--- config.mk ---
export PLATFORM = sky130hd
export DESIGN_NAME = mem_channel_controller
export DESIGN_NICKNAME = d
export VERILOG_FILES = /design/src/rtl/mem_channel_controller_pkg.sv /design/src/rtl/mem_channel_controller.sv
export SDC_FILE = /design/constraint.sdc
export NUM_CORES = 1
export LEC_CHECK = 0
export ABC_AREA = 1
export BUFFER_PORTS_ARGS = -buffer_cell sky130_fd_sc_hd__buf_4
export CAP_MARGIN = 20
export CORE_UTILIZATION = 44
export CTS_BUF_LIST = sky130_fd_sc_hd__clkbuf_4 sky130_fd_sc_hd__clkbuf_8 sky130_fd_sc_hd__clkbuf_16
export CTS_CLUSTER_DIAMETER = 40
export CTS_CLUSTER_SIZE = 40
export DETAILED_ROUTE_END_ITERATION = 12
export PLACE_DENSITY = 0.75
export SLEW_MARGIN = 20
export SYNTH_ARGS = -nofsm -noshare
export SYNTH_HDL_FRONTEND = slang
export SYNTH_SLANG_ARGS = --single-unit
--- constraint.sdc ---
create_clock -name clk -period 4.1 [get_ports clk]
set_clock_uncertainty 0.15 [all_clocks]
set_input_delay 0.41 -clock clk [delete_from_list [all_inputs] [get_ports clk]]
set_output_delay 0.41 -clock clk [all_outputs]
set_load 0.01 [all_outputs]
--- src/rtl/mem_channel_controller_pkg.sv ---
// Shared definitions for the memory channel controller.
//   - Global data / instruction widths and their word/address typedefs.
//   - channel_state_t: 3-bit per-channel FSM state.
package mem_channel_controller_pkg;

   localparam int unsigned DATA_WIDTH                       = 16;
   localparam int unsigned INSTRUCTION_WIDTH                = 16;
   localparam int unsigned DATA_MEMORY_ADDRESS_WIDTH        = 8;
   localparam int unsigned INSTRUCTION_MEMORY_ADDRESS_WIDTH = 8;

   typedef logic [DATA_WIDTH-1:0]                       data_t;
   typedef logic [DATA_MEMORY_ADDRESS_WIDTH-1:0]        data_memory_address_t;
   typedef logic [INSTRUCTION_WIDTH-1:0]                instruction_t;
   typedef logic [INSTRUCTION_MEMORY_ADDRESS_WIDTH-1:0] instruction_memory_address_t;

   typedef enum logic [2:0] {
      CH_IDLE           = 3'd0,
      CH_READ_WAITING   = 3'd1,
      CH_WRITE_WAITING  = 3'd2,
      CH_READ_RELAYING  = 3'd3,
      CH_WRITE_RELAYING = 3'd4
   } channel_state_t;

endpackage

--- src/rtl/mem_channel_controller.sv ---
// Multi-channel memory request arbiter.
// NUM_CONSUMERS requesters share NUM_CHANNELS memory ports. Each idle channel
// claims the lowest-index unclaimed consumer with a pending request (read has
// priority over write), forwards it to memory, waits for completion and holds
// the result towards the consumer until it drops its valid.
// Ports:
//   clk, reset                 clock, synchronous active-high reset
//   consumer_read_*            per-consumer read request / completion + data
//   consumer_write_*           per-consumer write request / completion
//   mem_read_*                 per-channel memory read port
//   mem_write_*                per-channel memory write port (0 when WRITE_ENABLE=0)
// All outputs are registered.
module mem_channel_controller #(
   parameter int unsigned DATA_WIDTH    = 16,
   parameter int unsigned ADDRESS_WIDTH = 8,
   parameter int unsigned NUM_CONSUMERS = 4,
   parameter int unsigned NUM_CHANNELS  = 1,
   parameter bit          WRITE_ENABLE  = 1'b1
) (
   input  logic                                         clk,
   input  logic                                         reset,
   input  logic [NUM_CONSUMERS-1:0]                     consumer_read_valid,
   input  logic [NUM_CONSUMERS-1:0][ADDRESS_WIDTH-1:0]  consumer_read_address,
   output logic [NUM_CONSUMERS-1:0]                     consumer_read_ready,
   output logic [NUM_CONSUMERS-1:0][DATA_WIDTH-1:0]     consumer_read_data,
   input  logic [NUM_CONSUMERS-1:0]                     consumer_write_valid,
   input  logic [NUM_CONSUMERS-1:0][ADDRESS_WIDTH-1:0]  consumer_write_address,
   input  logic [NUM_CONSUMERS-1:0][DATA_WIDTH-1:0]     consumer_write_data,
   output logic [NUM_CONSUMERS-1:0]                     consumer_write_ready,
   output logic [NUM_CHANNELS-1:0]                      mem_read_valid,
   output logic [NUM_CHANNELS-1:0][ADDRESS_WIDTH-1:0]   mem_read_address,
   input  logic [NUM_CHANNELS-1:0]                      mem_read_ready,
   input  logic [NUM_CHANNELS-1:0][DATA_WIDTH-1:0]      mem_read_data,
   output logic [NUM_CHANNELS-1:0]                      mem_write_valid,
   output logic [NUM_CHANNELS-1:0][ADDRESS_WIDTH-1:0]   mem_write_address,
   output logic [NUM_CHANNELS-1:0][DATA_WIDTH-1:0]      mem_write_data,
   input  logic [NUM_CHANNELS-1:0]                      mem_write_ready
);

   import mem_channel_controller_pkg::*;

   localparam int unsigned IDXW = (NUM_CONSUMERS > 1) ? $clog2(NUM_CONSUMERS) : 1;
   typedef logic [IDXW-1:0] idx_t;

   channel_state_t state [NUM_CHANNELS];
   idx_t           owner [NUM_CHANNELS];
   logic [NUM_CONSUMERS-1:0] claimed;

   logic [NUM_CHANNELS-1:0] grant;
   logic [NUM_CHANNELS-1:0] grant_read;
   idx_t                    grant_idx [NUM_CHANNELS];

   logic [NUM_CHANNELS-1:0]                    wr_valid_q;
   logic [NUM_CHANNELS-1:0][ADDRESS_WIDTH-1:0] wr_address_q;
   logic [NUM_CHANNELS-1:0][DATA_WIDTH-1:0]    wr_data_q;
   logic [NUM_CONSUMERS-1:0]                   wr_ready_q;

   // Channels scan in index order; 'taken' accumulates this cycle's claims so
   // a higher channel never picks a consumer a lower channel just claimed.
   always_comb begin : scan
      logic [NUM_CONSUMERS-1:0] taken;
      taken      = claimed;
      grant      = '0;
      grant_read = '0;
      for (int unsigned ch = 0; ch < NUM_CHANNELS; ch++) begin
         grant_idx[ch] = '0;
         if (state[ch] == CH_IDLE) begin
            for (int unsigned c = 0; c < NUM_CONSUMERS; c++) begin
               if (!grant[ch] && !taken[c] &&
                   (consumer_read_valid[c] || (WRITE_ENABLE && consumer_write_valid[c]))) begin
                  grant[ch]      = 1'b1;
                  grant_idx[ch]  = idx_t'(c);
                  grant_read[ch] = consumer_read_valid[c];
                  taken[c]       = 1'b1;
               end
            end
         end
      end
   end

   // Memory valid is raised one cycle after the claim: the claim edge only
   // latches the request, the waiting state then presents it to memory and
   // ignores the ready input until its own valid is visible.
   always_ff @(posedge clk) begin
      if (reset) begin
         for (int unsigned ch = 0; ch < NUM_CHANNELS; ch++) begin
            state[ch] <= CH_IDLE;
            owner[ch] <= '0;
         end
         claimed             <= '0;
         consumer_read_ready <= '0;
         consumer_read_data  <= '0;
         mem_read_valid      <= '0;
         mem_read_address    <= '0;
         wr_valid_q          <= '0;
         wr_address_q        <= '0;
         wr_data_q           <= '0;
         wr_ready_q          <= '0;
      end else begin
         for (int unsigned ch = 0; ch < NUM_CHANNELS; ch++) begin
            case (state[ch])
               CH_IDLE: begin
                  if (grant[ch]) begin
                     claimed[grant_idx[ch]] <= 1'b1;
                     owner[ch]              <= grant_idx[ch];
                     if (grant_read[ch]) begin
                        mem_read_address[ch] <= consumer_read_address[grant_idx[ch]];
                        state[ch]            <= CH_READ_WAITING;
                     end else begin
                        wr_address_q[ch] <= consumer_write_address[grant_idx[ch]];
                        wr_data_q[ch]    <= consumer_write_data[grant_idx[ch]];
                        state[ch]        <= CH_WRITE_WAITING;
                     end
                  end
               end
               CH_READ_WAITING: begin
                  if (!mem_read_valid[ch]) begin
                     mem_read_valid[ch] <= 1'b1;
                  end else if (mem_read_ready[ch]) begin
                     consumer_read_data[owner[ch]]  <= mem_read_data[ch];
                     consumer_read_ready[owner[ch]] <= 1'b1;
                     mem_read_valid[ch]             <= 1'b0;
                     state[ch]                      <= CH_READ_RELAYING;
                  end
               end
               CH_WRITE_WAITING: begin
                  if (!wr_valid_q[ch]) begin
                     wr_valid_q[ch] <= 1'b1;
                  end else if (mem_write_ready[ch]) begin
                     wr_ready_q[owner[ch]] <= 1'b1;
                     wr_valid_q[ch]        <= 1'b0;
                     state[ch]             <= CH_WRITE_RELAYING;
                  end
               end
               CH_READ_RELAYING: begin
                  if (!consumer_read_valid[owner[ch]]) begin
                     consumer_read_ready[owner[ch]] <= 1'b0;
                     claimed[owner[ch]]             <= 1'b0;
                     state[ch]                      <= CH_IDLE;
                  end
               end
               CH_WRITE_RELAYING: begin
                  if (!consumer_write_valid[owner[ch]]) begin
                     wr_ready_q[owner[ch]] <= 1'b0;
                     claimed[owner[ch]]    <= 1'b0;
                     state[ch]             <= CH_IDLE;
                  end
               end
               default: state[ch] <= CH_IDLE;
            endcase
         end
      end
   end

   generate
      if (WRITE_ENABLE) begin : g_write
         assign mem_write_valid      = wr_valid_q;
         assign mem_write_address    = wr_address_q;
         assign mem_write_data       = wr_data_q;
         assign consumer_write_ready = wr_ready_q;
      end else begin : g_no_write
         assign mem_write_valid      = '0;
         assign mem_write_address    = '0;
         assign mem_write_data       = '0;
         assign consumer_write_ready = '0;
      end
   endgenerate

endmodule

==> results.yml <==
run_status:
  outcome: "completed"
synth:
  synth.yosys.seq_area_share: 0.399
  ys_warn_count: 0
  post_syn_nets: 1033
  synthesis.instances: 877
  synth_area_sq_mm: 0.00590
  netlist.area_leader.share: 0.374
  postSynthRegisterBits: 115
  synth-edff-count: 5
  synth.area.top_cells: "sky130_fd_sc_hd__dfxtp_1 (37%), sky130_fd_sc_hd__nor2_1 (12%), sky130_fd_sc_hd__nand2_1 (11%)"
  synth_cell_type_count: 29
  synth_commonest_cells: "sky130_fd_sc_hd__nor2_1 (184), sky130_fd_sc_hd__nand2_1 (173), sky130_fd_sc_hd__dfxtp_1 (110)"
  synth.largest_area_cell: "sky130_fd_sc_hd__dfxtp_1"
  synth_area_per_cell_sq_um: 6.72
  ys_async_sr_fraction: 0
  cell_with_the_most_instances_after_synthesis: "sky130_fd_sc_hd__nor2_1"
  ys_dominant_reg_cell: "sky130_fd_sc_hd__dfxtp_1"
place:
  finalWeightedCongestion: 0.909
  placement.setup.worst_slack_ns: 1.28
  dp_cells: 1260
  hpwlAfterDp_um: 14600
  placement.io_buffers: 261
sta:
  timing.max_slew.rel_slack: 0.266
  number_of_max_slew_violations_in_the_final_report: 0
  fmax_mhz: 383
  fin_ws_ns: 1.49
  final_min_period_over_clock_period: 0.636
  rsz0062_at_grt: "false"
  min_period_ns: 2.61
  timing.final.setup_violations: 0
  slew_at_the_pin_closest_to_its_max_slew_limit_ns: 1.10
  timing_hold_violations_final: 0
  sum_of_negative_setup_slack_ns: 0
clock_tree:
  clock-sinks: 115
  cts_hold_buffers: 0
  cts_made_buffers: 17
  cts_htree_levels: 4
  worst_setup_hold_path_clk_slew_ns: 0.05
  post_cts.resized_instances: 0
  post-cts-setup-buffers: 0
  cts_tree: "yes"
  ctsLongestPathBuffers: 2
  cts-root-buf: "sky130_fd_sc_hd__clkbuf_16"
  clk-insertion-delay-late_ns: 0.40
pwr:
  p_leak_nw: 4.24
  pwr_per_cell_area_mw_per_mm2: 585
  vdd.ir_drop.worst_mv: 0.320
floorplanning:
  io-pin-count: 262
  die_height_um: 118
  initial_core_util: 0.460
  die_x_um: 118
  std_cell_rows: 41
  design.core.area_sq_mm: 0.0128
  dieArea_sq_mm: 0.0139
detailed_routing:
  detail_route.drc_violations: 0
  routed_wire_per_std_cell_um: 16.3
  dr_total_vias: 6775
  drt-vias-per-instance: 5.25
  route.final.wire_length_um: 21000
  detail_route.iter0.violations: 575
  final_antenna_net_count: 0
  drt_pre_antenna_iters: 5
hold_path:
  timing.hold.worst.class: "in2reg"
critical_path:
  worst_setup_path_end_kind: "flop"
  worst_path_most_repeated_cell: "sky130_fd_sc_hd__nand2_1"
  worst_path_cell_trace: "inv_2, nand2_1, nand2_1, nor2_1, inv_1, nand2_2, inv_1, nand3_1, nand2_1, nor2_1, a21oi_1"
  critical_path.startpoint_type: "flop"
  highest_fanout_seen_on_the_critical_path: 33
  path_buf_inv: 3
  critical-path-top-delay-family: "buffers and inverters"
  slowest_stage: "sky130_fd_sc_hd__inv_1"
  cpPeakStageDelay_ns: 0.94
  critical_path_class: "reg2reg"
  regToRegSetupSlack_ns: 1.49
  critical_path_required_ns: 4.28
  worst-endpoint-arrival_ns: 2.79
global_route:
  grt-ovfl-total: 0
  total_grt_usage: 0.300
  maximum_number_of_pins_on_one_net_before_global_route_repair: 54
  first_global_vias: 6204
  first_pass_grt_wire_length_um: 33000
  antenna_found_initial: 0
layout:
  syn_to_final_growth_pct: 42.3
  design.final.nets: 1263
  insertedDiodeCount: 0
  post_layout_nonfiller_instances: 1291
  final_core_util: 0.654
  layout-drive-gt1-share: 0.303
job:
  drv.max_cap_violation_count: 0
==> where the power goes <==
group | leakage, nW | switching, mW | internal [mW] | total [mW]
combinational | 3.02 | 1.33 | 0.686 | 2.01
sequential | 0.948 | 0.130 | 1.33 | 1.46
clock | 0.278 | 0.528 | 0.904 | 1.43
total | 4.24 | 1.99 | 2.93 | 4.91
==> flip-flops by register name (all words and copies together), names as in the netlist, named ones only <==
name,cells
owner,2
mem_read_address,8
mem_write_address,8
state,3
mem_write_data,16
mem_read_valid,1
claimed,4
mem_write_valid,1
consumer_read_data,64
==> per-stage QoR <==
step                hold WS (ns)  instance area [sq um]  power, mW
global route               0.106                   8390       5.20
detailed placement         0.306                   7820       3.46
CTS                        0.102                   8390       4.91
global placement           0.300                   7820       3.46
floorplan                  0.333                   5900       2.81
finish                     0.109                   8390       4.91
==> final cells by class <==
cell class | instances | area, sq um
multi-input cells | 647 | 3020
well taps | 172 | 215
fillers | 1218 | 4430
flip-flops and latches | 115 | 2350
repair buffers | 267 | 2000
inverters | 59 | 221
clock inverters | 13 | 135
clock buffers | 18 | 439
==> routing by layer <==
layer / wire length (um) / global-route usage
met1: 8640 / 0.365
met2: 10100 / 0.492
met3: 1760 / 0.0901
met4: 585 / 0.123
met5: 0 / 0
==> path summary, 6_finish.rpt <==
| check | depth (start not counted) | end | start |
|---|---|---|---|
| setup / recovery | 11 | mem_write_address[3] | claimed[0] |
| hold / removal | 3 | consumer_read_data[55] | mem_read_data[7] |
| setup reg to reg | 11 | mem_write_address[3] | claimed[0] |
| hold reg to reg | 2 | flop | flop |
==> worst register-to-register path: stages, from the launching register on <==
cell                      delay (ns)
sky130_fd_sc_hd__dfxtp_1        0.30
sky130_fd_sc_hd__inv_2          0.08
sky130_fd_sc_hd__nand2_1        0.07
sky130_fd_sc_hd__nand2_1        0.09
sky130_fd_sc_hd__nor2_1         0.06
sky130_fd_sc_hd__inv_1          0.07
sky130_fd_sc_hd__nand2_2        0.31
sky130_fd_sc_hd__inv_1          0.95
sky130_fd_sc_hd__nand3_1        0.17
sky130_fd_sc_hd__nand2_1        0.12
sky130_fd_sc_hd__nor2_1         0.05
sky130_fd_sc_hd__a21oi_1        0.12
==> placed cells by master (no fill, tap or decap), types with 2 or more instances in the layout <==
| master | count |
|---|---|
| sky130_fd_sc_hd__clkinv_2 | 4 |
| sky130_fd_sc_hd__a21oi_1 | 46 |
| sky130_fd_sc_hd__clkinvlp_4 | 3 |
| sky130_fd_sc_hd__buf_4 | 267 |
| sky130_fd_sc_hd__nor3_1 | 6 |
| sky130_fd_sc_hd__inv_2 | 15 |
| sky130_fd_sc_hd__nand4_1 | 66 |
| sky130_fd_sc_hd__clkinv_4 | 2 |
| sky130_fd_sc_hd__nand3_1 | 73 |
| sky130_fd_sc_hd__o21ai_0 | 66 |
| sky130_fd_sc_hd__nor2_4 | 7 |
| sky130_fd_sc_hd__nand2_2 | 5 |
| sky130_fd_sc_hd__dfxtp_1 | 110 |
| sky130_fd_sc_hd__o21ai_2 | 2 |
| sky130_fd_sc_hd__nand2_1 | 173 |
| sky130_fd_sc_hd__nor2_2 | 4 |
| sky130_fd_sc_hd__inv_1 | 44 |
| sky130_fd_sc_hd__clkbuf_16 | 17 |
| sky130_fd_sc_hd__nand3_4 | 2 |
| sky130_fd_sc_hd__edfxtp_1 | 5 |
| sky130_fd_sc_hd__bufinv_16 | 2 |
| sky130_fd_sc_hd__nor2_1 | 184 |
| sky130_fd_sc_hd__o21ai_1 | 5 |
==> kinds of logic (layout without fill, tap and decap cells) <==
logic type             count (synthesis)  in the layout  synth area share
AOI/OAI and AO/OA                    123            123             0.110
buffers and inverters                115            357            0.0883
DFF                                  115            115             0.399
and+or+nand+nor                      524            524             0.402
Power figures use the tool's default switching activity.
